### src/rtl/tvec_sequencer.sv
// tvec_sequencer
//   Steps a combinational circuit under test through a stored test-vector
//   table. For each vector it reads the word from a synchronous memory, drives
//   the stimulus, waits SETTLE cycles, samples the circuit response and
//   compares it with the golden value. Mismatches are counted with saturation.
//
// Parameters
//   IN_W    stimulus width
//   OUT_W   circuit output width
//   ADDR_W  vector memory address width
//   SETTLE  cycles between driving stimulus and sampling output (1..255)
//   CNT_W   error counter width
//
// Ports
//   clk       clock
//   rst_n     asynchronous active-low reset
//   start     begin a run (sampled only when idle)
//   abort     terminate a run (highest priority)
//   num_vec   number of vectors, latched on start
//   vec_rd    memory read strobe
//   vec_addr  memory address
//   vec_data  memory word, valid one cycle after vec_rd: {stimulus, expected}
//   dut_in    stimulus to the circuit under test
//   dut_out   circuit response
//   busy      run in progress
//   done      one-cycle pulse when a run completes
//   err_cnt   mismatch count of the current or last run
//
// Optional build macro TVEC_FIRST_FAIL_CAPTURE_EN adds:
//   fail_valid  a mismatch has been captured in this run
//   fail_addr   address of the first mismatching vector
//   fail_got    circuit response at the first mismatch
module tvec_sequencer #(
  parameter int unsigned IN_W   = 3,
  parameter int unsigned OUT_W  = 1,
  parameter int unsigned ADDR_W = 10,
  parameter int unsigned SETTLE = 1,
  parameter int unsigned CNT_W  = 16
) (
  input  logic                    clk,
  input  logic                    rst_n,
  input  logic                    start,
  input  logic                    abort,
  input  logic [ADDR_W-1:0]       num_vec,
  output logic                    vec_rd,
  output logic [ADDR_W-1:0]       vec_addr,
  input  logic [IN_W+OUT_W-1:0]   vec_data,
  output logic [IN_W-1:0]         dut_in,
  input  logic [OUT_W-1:0]        dut_out,
  output logic                    busy,
  output logic                    done,
  output logic [CNT_W-1:0]        err_cnt
`ifdef TVEC_FIRST_FAIL_CAPTURE_EN
  ,
  output logic                    fail_valid,
  output logic [ADDR_W-1:0]       fail_addr,
  output logic [OUT_W-1:0]        fail_got
`endif
);

  typedef enum logic [2:0] {
    S_IDLE,
    S_FETCH,
    S_LOAD,
    S_WAIT,
    S_SAMPLE
  } state_t;

  localparam logic [7:0]       SETTLE_INIT = 8'(SETTLE - 1);
  localparam logic [CNT_W-1:0] CNT_MAX     = '1;

  state_t            state;
  logic [ADDR_W-1:0] num_q;
  logic [OUT_W-1:0]  exp_q;
  logic [7:0]        settle_cnt;
  logic              mismatch;
  logic              last_vec;

  always_comb begin
    mismatch = (dut_out != exp_q);
    last_vec = (vec_addr == (num_q - ADDR_W'(1)));
  end

  // vec_rd is registered so it is high exactly during FETCH; it is set on the
  // transition into FETCH and cleared by default every other cycle.
  always_ff @(posedge clk or negedge rst_n) begin
    if (!rst_n) begin
      state      <= S_IDLE;
      vec_rd     <= 1'b0;
      vec_addr   <= '0;
      dut_in     <= '0;
      busy       <= 1'b0;
      done       <= 1'b0;
      err_cnt    <= '0;
      num_q      <= '0;
      exp_q      <= '0;
      settle_cnt <= '0;
`ifdef TVEC_FIRST_FAIL_CAPTURE_EN
      fail_valid <= 1'b0;
      fail_addr  <= '0;
      fail_got   <= '0;
`endif
    end else begin
      done   <= 1'b0;
      vec_rd <= 1'b0;
      if (state != S_IDLE && abort) begin
        // err_cnt, dut_in and vec_addr deliberately hold
        state <= S_IDLE;
        busy  <= 1'b0;
      end else begin
        case (state)
          S_IDLE: begin
            if (start && !abort) begin
              err_cnt <= '0;
`ifdef TVEC_FIRST_FAIL_CAPTURE_EN
              fail_valid <= 1'b0;
              fail_addr  <= '0;
              fail_got   <= '0;
`endif
              if (num_vec != '0) begin
                num_q    <= num_vec;
                vec_addr <= '0;
                vec_rd   <= 1'b1;
                busy     <= 1'b1;
                state    <= S_FETCH;
              end else begin
                // empty run: report completion without ever going busy
                done <= 1'b1;
              end
            end
          end

          S_FETCH: begin
            state <= S_LOAD;
          end

          S_LOAD: begin
            dut_in     <= vec_data[IN_W+OUT_W-1:OUT_W];
            exp_q      <= vec_data[OUT_W-1:0];
            settle_cnt <= SETTLE_INIT;
            state      <= S_WAIT;
          end

          S_WAIT: begin
            if (settle_cnt == '0) begin
              state <= S_SAMPLE;
            end else begin
              settle_cnt <= settle_cnt - 8'd1;
            end
          end

          S_SAMPLE: begin
            if (mismatch) begin
              if (err_cnt != CNT_MAX) begin
                err_cnt <= err_cnt + CNT_W'(1);
              end
`ifdef TVEC_FIRST_FAIL_CAPTURE_EN
              if (!fail_valid) begin
                fail_valid <= 1'b1;
                fail_addr  <= vec_addr;
                fail_got   <= dut_out;
              end
`endif
            end
            if (last_vec) begin
              state <= S_IDLE;
              busy  <= 1'b0;
              done  <= 1'b1;
            end else begin
              vec_addr <= vec_addr + ADDR_W'(1);
              vec_rd   <= 1'b1;
              state    <= S_FETCH;
            end
          end

          default: begin
            state <= S_IDLE;
            busy  <= 1'b0;
          end
        endcase
      end
    end
  end

endmodule

### config.mk
export PLATFORM = sky130hd
export DESIGN_NAME = tvec_sequencer
export DESIGN_NICKNAME = d
export VERILOG_FILES = /design/src/rtl/tvec_sequencer.sv
export SDC_FILE = /design/constraint.sdc
export NUM_CORES = 1
export LEC_CHECK = 0
export ABC_CLOCK_PERIOD_IN_PS = 3100
export BUFFER_PORTS_ARGS = -buffer_cell sky130_fd_sc_hd__clkbuf_2
export CORE_MARGIN = 2
export CORE_UTILIZATION = 45
export CTS_BUF_LIST = sky130_fd_sc_hd__clkbuf_2
export CTS_CLUSTER_SIZE = 24
export DETAILED_ROUTE_END_ITERATION = 8
export PLACE_DENSITY_LB_ADDON = 0.05
export SLEW_MARGIN = 10
export SYNTH_ARGS = -nofsm -noshare
export SYNTH_HDL_FRONTEND = slang
export SYNTH_SLANG_ARGS = --single-unit
export TNS_END_PERCENT = 50
### constraint.sdc
create_clock -name clk -period 3.1 [get_ports clk]
set_input_delay 0.62 -clock clk [delete_from_list [all_inputs] [get_ports clk]]
set_output_delay 0.62 -clock clk [all_outputs]
set_load 0.005 [all_outputs]
==> results.py <==
metrics = {
    "run_status": {
        "status": "finished clean",
    },
    "worst_setup_path": {
        "crit_buf_inv": 0,
        "cp_top_family": "simple AND/OR/NAND/NOR gates",
        "cp_cell_sequence": "or4_1 -> nor3_1 -> xnor2_1 -> nor4_2 -> a2111oi_0 -> mux2i_1",
        "crit_type": "flop to flop",
        "r2r_cells": 6,
        "startpoint_type": "flop",
        "crit_path_end_kind": "flop",
        "cp_slowest_cell": "a2111oi_0",
        "critical_path_required_ns": 3.42,
        "r2r_start": "num_q[0]",
        "r2r_slack_ns": 0.49,
        "crit_path_max_fanout": 5,
        "slowest_delay_ns": 0.78,
        "rr_endpoint": "vec_addr[0]",
        "worstPathArrival_ns": 2.93,
    },
    "pwr": {
        "powerDensity_nw_per_um2": 539.4,
        "seq_power_share": 0.548,
        "peakVddDrop_v": 0.0003014,
        "p_clk_frac": 0.156,
        "p_leak_nw": 1.582,
        "p_sw_frac": 0.3566,
        "p_comb_frac": 0.296,
        "internal_power_mw": 1.142,
        "p_sw_mw": 0.6330,
    },
    "logic_synthesis": {
        "ys_seq_area_frac": 0.4635,
        "yosysWarnings": 0,
        "synthesis.nets": 333,
        "synthFlopType": "dfrtp_1",
        "synthArstFlopShare": 1.000,
        "synth_area_sq_um": 2915,
        "synth_cell_types": 56,
        "synth_top_area_cell": "dfrtp_1",
        "synth_most_common_cell": "dfrtp_1",
        "synth-edff-count": 0,
        "ys_ff_latch": 54,
        "synth_commonest_cells": "dfrtp_1 (54), nand2_1 (43), nor2_1 (33)",
        "yosysTopAreaCellShare": 0.4635,
        "synth_area_per_cell_sq_um": 9.435,
        "yosys-top-cells-area": "dfrtp_1 (46%), xor2_1 (5.7%), nand2_1 (5.5%)",
        "synth_cells": 309,
    },
    "die": {
        "ios": 51,
        "start_util": 0.4618,
        "num_rows": 29,
        "dieArea_sq_um": 7139,
        "fp.coreArea_sq_um": 6314,
        "die_w_microns": 84.49,
        "die_h_microns": 84.49,
    },
    "detailed_routing": {
        "vias_per_cell": 5.435,
        "ant_nets": 0,
        "drt_iter0_markers": 88,
        "wl_per_cell_microns": 14.53,
        "vias": 2386,
        "dr.pass1.iters": 4,
        "wl_mm": 6.378,
        "route.detailed.drc": 0,
    },
    "place": {
        "place.gp.congestion": 0.7568,
        "io_buffers": 50,
        "dpl.hpwl_mm": 4.555,
    },
    "cts": {
        "ctsHoldBuffers": 0,
        "cts_tree": "done",
        "clk_pin_slew_worst_paths_ns": 0.26,
        "cts_made_buffers": 5,
        "clk_latency_ns": 0.44,
        "cts_resized": 0,
        "clk_path_buf_depth": 2,
        "cts_setup_buffers": 0,
        "htreeDepth": 2,
        "root_buffer": "clkbuf_2",
        "clkSinkCount": 54,
    },
    "global_routing": {
        "grt.busiest_layer": "met2",
        "antenna_found_initial": 0,
        "grtUsageMet3": 0.03638,
        "grt_use_total": 0.1938,
        "grt_util_met1": 0.2667,
        "grt.met2_usage": 0.3178,
        "globalRoute.totalOverflow": 0,
        "grt_pass1_wl_mm": 11.30,
        "grt_pass1_vias": 2318,
        "grt_max_degree": 42,
    },
    "layout": {
        "syn2layout_area_growth_pct": 12.88,
        "nets": 385,
        "layout-drive-gt1-share": 0.2044,
        "final_util": 0.5212,
        "n_antenna_cell": 0,
    },
    "timing": {
        "clock.fmax_mhz": 383.2,
        "drv_slew": 0,
        "finalSetupViolations": 0,
        "period_minus_slack_ns": 2.610,
        "fin_crit_sh": 0.8419,
        "max-slew-margin-rel": 0.3107,
        "rsz0062_at_grt": "no",
        "skew_ns": 0.01618,
        "worst_slew_pin_slew_ns": 1.034,
        "setup_tns_ns": 0,
        "hold_viol": 0,
    },
    "min_path": {
        "hp-class": "primary input to async pin",
    },
    "run": {
        "maxCapViolCount": 0,
    },
}
==> layout make-up <==
type                       count  area, sq um
multi-input combinational    232         1460
inverter                      11        41.29
tap                           77        96.34
timing repair buffer          57        302.8
sequential                    54         1351
clock buffer                   6        30.03
fill                         599         3023
clock inverter                 2        8.758
==> stage by stage <==
stage                     total power [mW]  hold slack [ns]  area [sq um]  std cells  setup slack [ns]
after floorplan                      1.362           0.3244          2915        309            0.6763
after detailed placement             1.515           0.4860          3252        431            0.3496
after CTS                            1.800           0.3127          3291        439            0.4603
final                                1.775           0.3077          3291        439            0.4902
after global placement               1.511           0.4840          3252        431            0.3390
after global routing                 1.932           0.3193          3291        439            0.2790
==> flip-flops by register name, indices dropped and copies added (netlist names) <==
| name | count |
|---|---|
| busy | 1 |
| done | 1 |
| dut_in | 3 |
| err_cnt | 16 |
| exp_q | 1 |
| num_q | 10 |
| settle_cnt | 8 |
| state | 3 |
| vec_addr | 10 |
| vec_rd | 1 |
==> cells in the final DEF (no fill, tap or decap), drive strengths merged, types with 2 or more instances in the layout <==
| cell | Yosys | final |
|---|---|---|
| clkbuf | 7 | 56 |
| dfrtp | 54 | 54 |
| nand2 | 43 | 43 |
| nor2 | 33 | 33 |
| xor2 | 19 | 19 |
| a21oi | 12 | 12 |
| inv | 11 | 11 |
| o21ai | 11 | 11 |
| xnor2 | 10 | 10 |
| nand4 | 9 | 9 |
| or4 | 8 | 8 |
| nor4 | 8 | 8 |
| and3 | 7 | 7 |
| buf | 5 | 7 |
| nor3 | 5 | 5 |
| nand3 | 5 | 5 |
| or3 | 5 | 5 |
| ha | 5 | 5 |
| o31ai | 4 | 4 |
| mux2 | 4 | 4 |
| nand3b | 3 | 3 |
| o211a | 3 | 3 |
| or2 | 3 | 3 |
| or4b | 3 | 3 |
| nor3b | 2 | 2 |
| and2 | 2 | 2 |
| o211ai | 2 | 2 |
| o21a | 2 | 2 |
| nand2b | 2 | 2 |
| mux2i | 2 | 2 |
| clkinv | 0 | 2 |
==> routing by layer <==
| metal | up-vias | wire [microns] |
|---|---|---|
| met3 | 5 | 280 |
| met1 | 1131 | 2983 |
| met5 | - | 0 |
| li1 | 1199 | - |
| met2 | 51 | 3051 |
| met4 | 0 | 63 |
==> kinds of logic after synthesis <==
logic type | count (synthesis) | share of synthesized area
buffers and inverters | 23 | 0.03562
xor gates and xnor gates | 29 | 0.08712
adders and majority gates | 5 | 0.02146
muxes | 6 | 0.02232
AOI/OAI and AO/OA | 48 | 0.1137
and+or+nand+nor | 144 | 0.2562
DFF | 54 | 0.4635
==> how the worst max path moves through the flow <==
stage | from | to | cells after the start
finish | num_q[0] | vec_addr[0] | 6
global route | vec_addr[7] | vec_addr[0] | 7
CTS | num_q[0] | vec_addr[0] | 6
detailed placement | num_vec[7] | vec_addr[7] | 9
global placement | num_vec[7] | vec_addr[7] | 9
floorplan | num_vec[4] | vec_addr[7] | 8
==> power groups by stage <==
stage          combinational (mW)  clock, mW  sequential (mW)
2_1_floorplan               0.411          0            0.951
3_3_place_gp                0.526          0            0.985
3_5_place_dp                0.529          0            0.986
4_1_cts                     0.534      0.294            0.973
5_1_grt                     0.610      0.319             1.00
6_report                    0.526      0.277            0.972
Power figures use the tool's default switching activity.
